===== config.mk =====
export PLATFORM = sky130hd
export DESIGN_NAME = uart_rx_datapath
export DESIGN_NICKNAME = d
export VERILOG_FILES = /design/src/rtl/uart_pkg.sv /design/src/rtl/sync_2ff.sv /design/src/rtl/uart_rx_datapath.sv
export SDC_FILE = /design/constraint.sdc
export NUM_CORES = 1
export LEC_CHECK = 0
export ABC_AREA = 1
export BUFFER_PORTS_ARGS = -buffer_cell sky130_fd_sc_hd__clkbuf_2
export CAP_MARGIN = 10
export CORE_AREA = 2 2 67 69
export DETAILED_ROUTE_END_ITERATION = 8
export DIE_AREA = 0 0 69 71
export PLACE_DENSITY_LB_ADDON = 0.15
export SKIP_LAST_GASP = 1
export SLEW_MARGIN = 40
export SYNTH_ARGS = -nofsm -noshare
export SYNTH_HDL_FRONTEND = slang
export SYNTH_SLANG_ARGS = --single-unit

===== constraint.sdc =====
create_clock -name clk -period 1.5 [get_ports clk]
set_input_delay 0.225 -clock clk [delete_from_list [all_inputs] [get_ports clk]]
set_output_delay 0.225 -clock clk [all_outputs]
set_load 0.02 [all_outputs]

===== src/rtl/uart_pkg.sv =====
// Shared types and default constants for the UART receive path.
package uart_pkg;

  // Default baud timing: 50 MHz system clock, 115200 baud.
  localparam int CLKS_PER_BIT_DEF = 434;
  // Default frame: 8 data bits, no parity, one stop bit.
  localparam int DATA_BITS_DEF    = 8;

  // Serial-side phase of the receive datapath.
  typedef enum logic [1:0] {
    IDLE      = 2'd0,  // waiting for a high-to-low edge on the line
    START_CHK = 2'd1,  // timing to mid start bit to reject glitches
    DATA      = 2'd2   // sampling data bits, then the stop-bit slot
  } phase_e;

endpackage : uart_pkg


===== src/rtl/sync_2ff.sv =====
// Generic two-flop synchroniser for a single asynchronous input.
module sync_2ff #(
  parameter logic RESET_VAL = 1'b1
) (
  input  logic clk,
  input  logic reset,
  input  logic d,
  output logic q
);

  logic meta;

  // Two back-to-back flops give the first stage a full cycle to resolve.
  // NOTE: sequential state uses non-blocking assignments so both stages
  // sample their inputs at the same edge; blocking here would collapse the
  // chain into a single flop.
  always_ff @(posedge clk or negedge reset) begin
    if (!reset) begin
      meta <= RESET_VAL;
      q    <= RESET_VAL;
    end else begin
      meta <= d;
      q    <= meta;
    end
  end

endmodule : sync_2ff


===== src/rtl/uart_rx_datapath.sv =====
// Serial-side datapath of the UART receiver: synchronises the line,
// qualifies the start bit, times mid-bit sampling, assembles the byte
// under controller strobes and reports status pulses back.
module uart_rx_datapath
  import uart_pkg::*;
#(
  parameter int CLKS_PER_BIT = CLKS_PER_BIT_DEF,
  parameter int DATA_BITS    = DATA_BITS_DEF
) (
  input  logic                 clk,
  input  logic                 reset,
  input  logic                 rx_serial,
  input  logic                 bit_clr,
  input  logic                 take_value,
  input  logic                 incre_counter,
  input  logic                 get_output,
  output logic                 start_bit,
  output logic                 get_value,
  output logic                 data_received,
  output logic                 stop,
  output logic [DATA_BITS-1:0] rx_data,
  output logic                 rx_valid,
  output logic                 frame_err
);

  localparam int BAUD_W = $clog2(CLKS_PER_BIT);
  localparam int CNT_W  = $clog2(DATA_BITS + 1);

  // Last count of a full bit period and of half a bit period.
  localparam logic [BAUD_W-1:0] BAUD_LAST = BAUD_W'(CLKS_PER_BIT - 1);
  localparam logic [BAUD_W-1:0] HALF_LAST = BAUD_W'(CLKS_PER_BIT / 2 - 1);
  localparam logic [CNT_W-1:0]  BITS_ALL  = CNT_W'(DATA_BITS);
  localparam logic [CNT_W-1:0]  BITS_LAST = CNT_W'(DATA_BITS - 1);

  logic                 rx_s;
  logic                 rx_prev;
  phase_e               phase;
  logic [BAUD_W-1:0]    baud_cnt;
  logic [CNT_W-1:0]     dp_bits;
  logic [CNT_W-1:0]     bit_cnt;
  logic [DATA_BITS-1:0] shift_reg;
  logic                 sample_bit;

  // NOTE: the synchroniser and rx_prev reset to 1 (idle line) so that
  // leaving reset never looks like a falling start edge.
  sync_2ff #(
    .RESET_VAL (1'b1)
  ) u_rx_sync (
    .clk   (clk),
    .reset (reset),
    .d     (rx_serial),
    .q     (rx_s)
  );

  // One-cycle delayed copy of the synchronised line for edge detection.
  always_ff @(posedge clk or negedge reset) begin
    if (!reset) begin
      rx_prev <= 1'b1;
    end else begin
      rx_prev <= rx_s;
    end
  end

  // Phase FSM: start qualification, mid-bit sampling and stop-bit check,
  // with all status pulses registered and cleared by default each cycle.
  always_ff @(posedge clk or negedge reset) begin
    if (!reset) begin
      phase      <= IDLE;
      baud_cnt   <= '0;
      dp_bits    <= '0;
      sample_bit <= 1'b0;
      start_bit  <= 1'b0;
      get_value  <= 1'b0;
      stop       <= 1'b0;
      rx_valid   <= 1'b0;
      frame_err  <= 1'b0;
    end else begin
      start_bit <= 1'b0;
      get_value <= 1'b0;
      stop      <= 1'b0;
      rx_valid  <= 1'b0;
      frame_err <= 1'b0;

      case (phase)
        IDLE: begin
          // Only a genuine high-to-low transition starts a frame; a line
          // stuck low (break) stays here until it goes high again.
          if (rx_prev && !rx_s) begin
            phase    <= START_CHK;
            baud_cnt <= '0;
          end
        end

        START_CHK: begin
          if (baud_cnt == HALF_LAST) begin
            baud_cnt <= '0;
            if (!rx_s) begin
              start_bit <= 1'b1;
              phase     <= DATA;
              dp_bits   <= '0;
            end else begin
              // Line back high at mid start bit: a glitch, not a frame.
              phase <= IDLE;
            end
          end else begin
            baud_cnt <= baud_cnt + BAUD_W'(1);
          end
        end

        DATA: begin
          // Falling edges are ignored here; timing is purely count based.
          if (baud_cnt == BAUD_LAST) begin
            baud_cnt <= '0;
            if (dp_bits != BITS_ALL) begin
              sample_bit <= rx_s;
              get_value  <= 1'b1;
              dp_bits    <= dp_bits + CNT_W'(1);
            end else begin
              // Stop-bit slot: report it and go straight back to IDLE so
              // a back-to-back start edge is caught immediately.
              stop      <= 1'b1;
              rx_valid  <= rx_s;
              frame_err <= !rx_s;
              phase     <= IDLE;
            end
          end else begin
            baud_cnt <= baud_cnt + BAUD_W'(1);
          end
        end

        default: begin
          phase <= IDLE;
        end
      endcase
    end
  end

  // Controller-driven bit counter, shift register and output byte.
  always_ff @(posedge clk or negedge reset) begin
    if (!reset) begin
      bit_cnt   <= '0;
      shift_reg <= '0;
      rx_data   <= '0;
    end else begin
      // Clear wins over increment; the counter saturates at DATA_BITS.
      if (bit_clr) begin
        bit_cnt <= '0;
      end else if (incre_counter && (bit_cnt != BITS_ALL)) begin
        bit_cnt <= bit_cnt + CNT_W'(1);
      end

      // LSB arrives first, so new bits enter at the top and move down.
      if (take_value) begin
        shift_reg <= {sample_bit, shift_reg[DATA_BITS-1:1]};
      end

      // shift_reg is stable while get_output is held, so reloading every
      // cycle is harmless and rx_data settles one cycle after it rises.
      if (get_output) begin
        rx_data <= shift_reg;
      end
    end
  end

  // High while the controller is taking the final data bit of the frame.
  assign data_received = (bit_cnt == BITS_LAST);

endmodule : uart_rx_datapath


==> impl_metrics.toml <==
[hold_path]
hp-class = "in2reg"
hp-start = "bit_clr"
hold_depth = 2

[floorplan]
die_w_um = 69
coreArea_um2 = 4200
ioPinCount = 21
die_y_um = 71
fp-row-count = 24
start_util = 0.501
die_area_um2 = 4900

[detailed_routing]
drt_iter0_drc = 114
ant_nets = 0
drt-wirelength-per-cell_um = 12.3
vias = 1640
drc = 0
drtPass1Iterations = 4
vias_per_cell = 4.80
routed_wl_mm = 4.21

[power_and_ir_drop]
leakagePower_nw = 1.24
peakVddDrop_uv = 640
p_total_mw = 3.39
powerDensity_nw_per_um2 = 1310

[logic_synthesis]
ys_warn_count = 0
synth_seq_area_share = 0.524
synthMuxAreaShare = 0
synthCells = 248
synth_top_family_by_area = "simple AND/OR/NAND/NOR gates"
synth_simple_gate_area_frac = 0.250
yosys.area.top_type = "dfrtp_1"
yosys_register_bits = 44
synth_area_um2 = 2110
synth_compound_area_frac = 0.0772
synth_top_area_share = 0.487
avgSynthCellArea_um2 = 8.50
syn-num-nets = 265
yosys-top-cells-area = "dfrtp_1, nand2_1, ha_1"
synth_fa_ha_area_frac = 0.0593
synth_xor_area_frac = 0.0208
ys_types = 26

[clock_tree]
cts_buffer_depth = 2
htreeDepth = 2
clock-root-buffer = "clkbuf_8"
cts_buffers = 5
cts.sinks = 44
clk_pin_slew_ns = 0.08
clk_latency_ns = 0.30
cts_tree = "yes"

[placed_design]
gp_congestion = 0.802
place_area_um2 = 2340
dp_hpwl_mm = 2.85
io_buffers = 20

[global_routing]
grt_antenna_before_repair = 0
track_usage = 0.184
grt_max_degree = 45
grt.overflow.total = 0
grt_pass1_wl_mm = 7.21
first_global_vias = 1608

[worst_setup_path]
reg2reg_depth = 9
arrival_ns = 1.66
crit_required_ns = 1.68
path_class = "reg2reg"
startpoint = "baud_cnt[1]"
cp-start-kind = "register"
cp-end-kind = "register"
crit_fanout = 7
rr_startpoint = "baud_cnt[1]"

[timing]
min_period_over_period = 0.985
min_period_ns = 1.48
setup_viol = 0
whs_ns = 0.0862
slew_headroom = 0.802
rsz0062_at_grt = "true"
hold_viol_final = 0
max_freq_ghz = 0.677
fin_skew_ns = 0.00716
slew_viol_final = 0
worst_pin_slew_ns = 0.296

[layout]
syn_to_final_growth_pct = 23.3
post_route_cells_drive_above_1_share = 0.272
layout_commonest_cell = "nand2_1"
most-common-layout-cells = "nand2_1, dfrtp_1, inv_1, nor2_1, clkbuf_2"
antenna-diode-count = 0
final_nets = 306
largest_register_ffs = 9
fin_area_um2 = 2600

[run]
cap_viol_max_count = 0

[status]
status = "finished clean"
## synthesized netlist by cell type (all sizes together)
master	number
nor3	3
nand2	70
nand3	8
a211oi	1
o21bai	1
o21ai	15
ha	10
dfrtp	41
a31oi	1
nor2	35
xnor2	1
xor2	4
clkbuf	2
buf	1
nand3b	1
dfstp	3
nand4	5
a21oi	11
inv	35
## worst max-delay path, cell delays in order, from the launching register on
cell and delay [ns]:
dfrtp_1 0.39, inv_2 0.06, ha_1 0.14, nand2_1 0.06, nor2_2 0.10, nand2_2 0.11
nand2_4 0.11, nand2_4 0.07, a21oi_4 0.25, nor2_1 0.07
## per-layer routing
metal,vias to the layer above,GRT usage,part of all wire
li1,858,-,-
met1,740,0.238,0.45
met2,31,0.298,0.48
met3,11,0.0470,0.044
met4,0,0.0763,0.028
met5,-,0,0
## through the flow
step / setup slack, ns / instances / setup TNS (ns) / utilization
floorplan: 0.0672 / 248 / 0 / -
global placement: 0.0263 / 326 / 0 / 0.557
detailed placement: -0.00414 / 326 / -0.00753 / 0.557
CTS: -0.0212 / 337 / -0.0257 / 0.596
global route: -0.0976 / 342 / -0.873 / 0.618
finish: 0.0218 / 342 / 0 / 0.618
## what timing repair did
action	in CTS	in global routing
hold endpoints to repair	42	0
pin swaps	1	10
hold buffers	2	0
buffers inserted	1	5
gates resized for setup	7	19
setup endpoints to repair	6	18
## area by class of cell
type / count / area (um2)
inverter: 35 / 134
clock inverter: 2 / 38.8
sequential: 44 / 1100
fill: 388 / 1600
timing repair buffer: 37 / 248
clock buffer: 6 / 82.6
tap: 52 / 65.1
multi-input combinational: 166 / 927
## path summary, 6_finish.rpt
kind                                   to  slack [ns]
min in group asynchronous      rx_data[2]        0.44
min reg2reg                   u_rx_sync.q        0.36
max reg2reg                   baud_cnt[8]        0.02
min                            bit_cnt[1]        0.09
max in group asynchronous  u_rx_sync.meta        0.80
max                           baud_cnt[8]        0.02
## cells by family (layout without fill, tap and decap cells)
| group | Yosys count | after routing |
|---|---|---|
| AND/OR/NAND/NOR | 122 | 122 |
| flip-flops | 44 | 44 |
| buffers and inverters | 38 | 80 |
| AO/OA/AOI/OAI | 29 | 29 |
| adder cells (fa/ha/maj) | 10 | 10 |
| XOR/XNOR | 5 | 5 |
## power by group
part | switching [mW] | internal (mW)
Clock | 0.418 | 0.545
Sequential | 0.0545 | 1.26
Combinational | 0.663 | 0.456
Total | 1.14 | 2.26
Note: power is estimated with default switching activity, not from simulation.
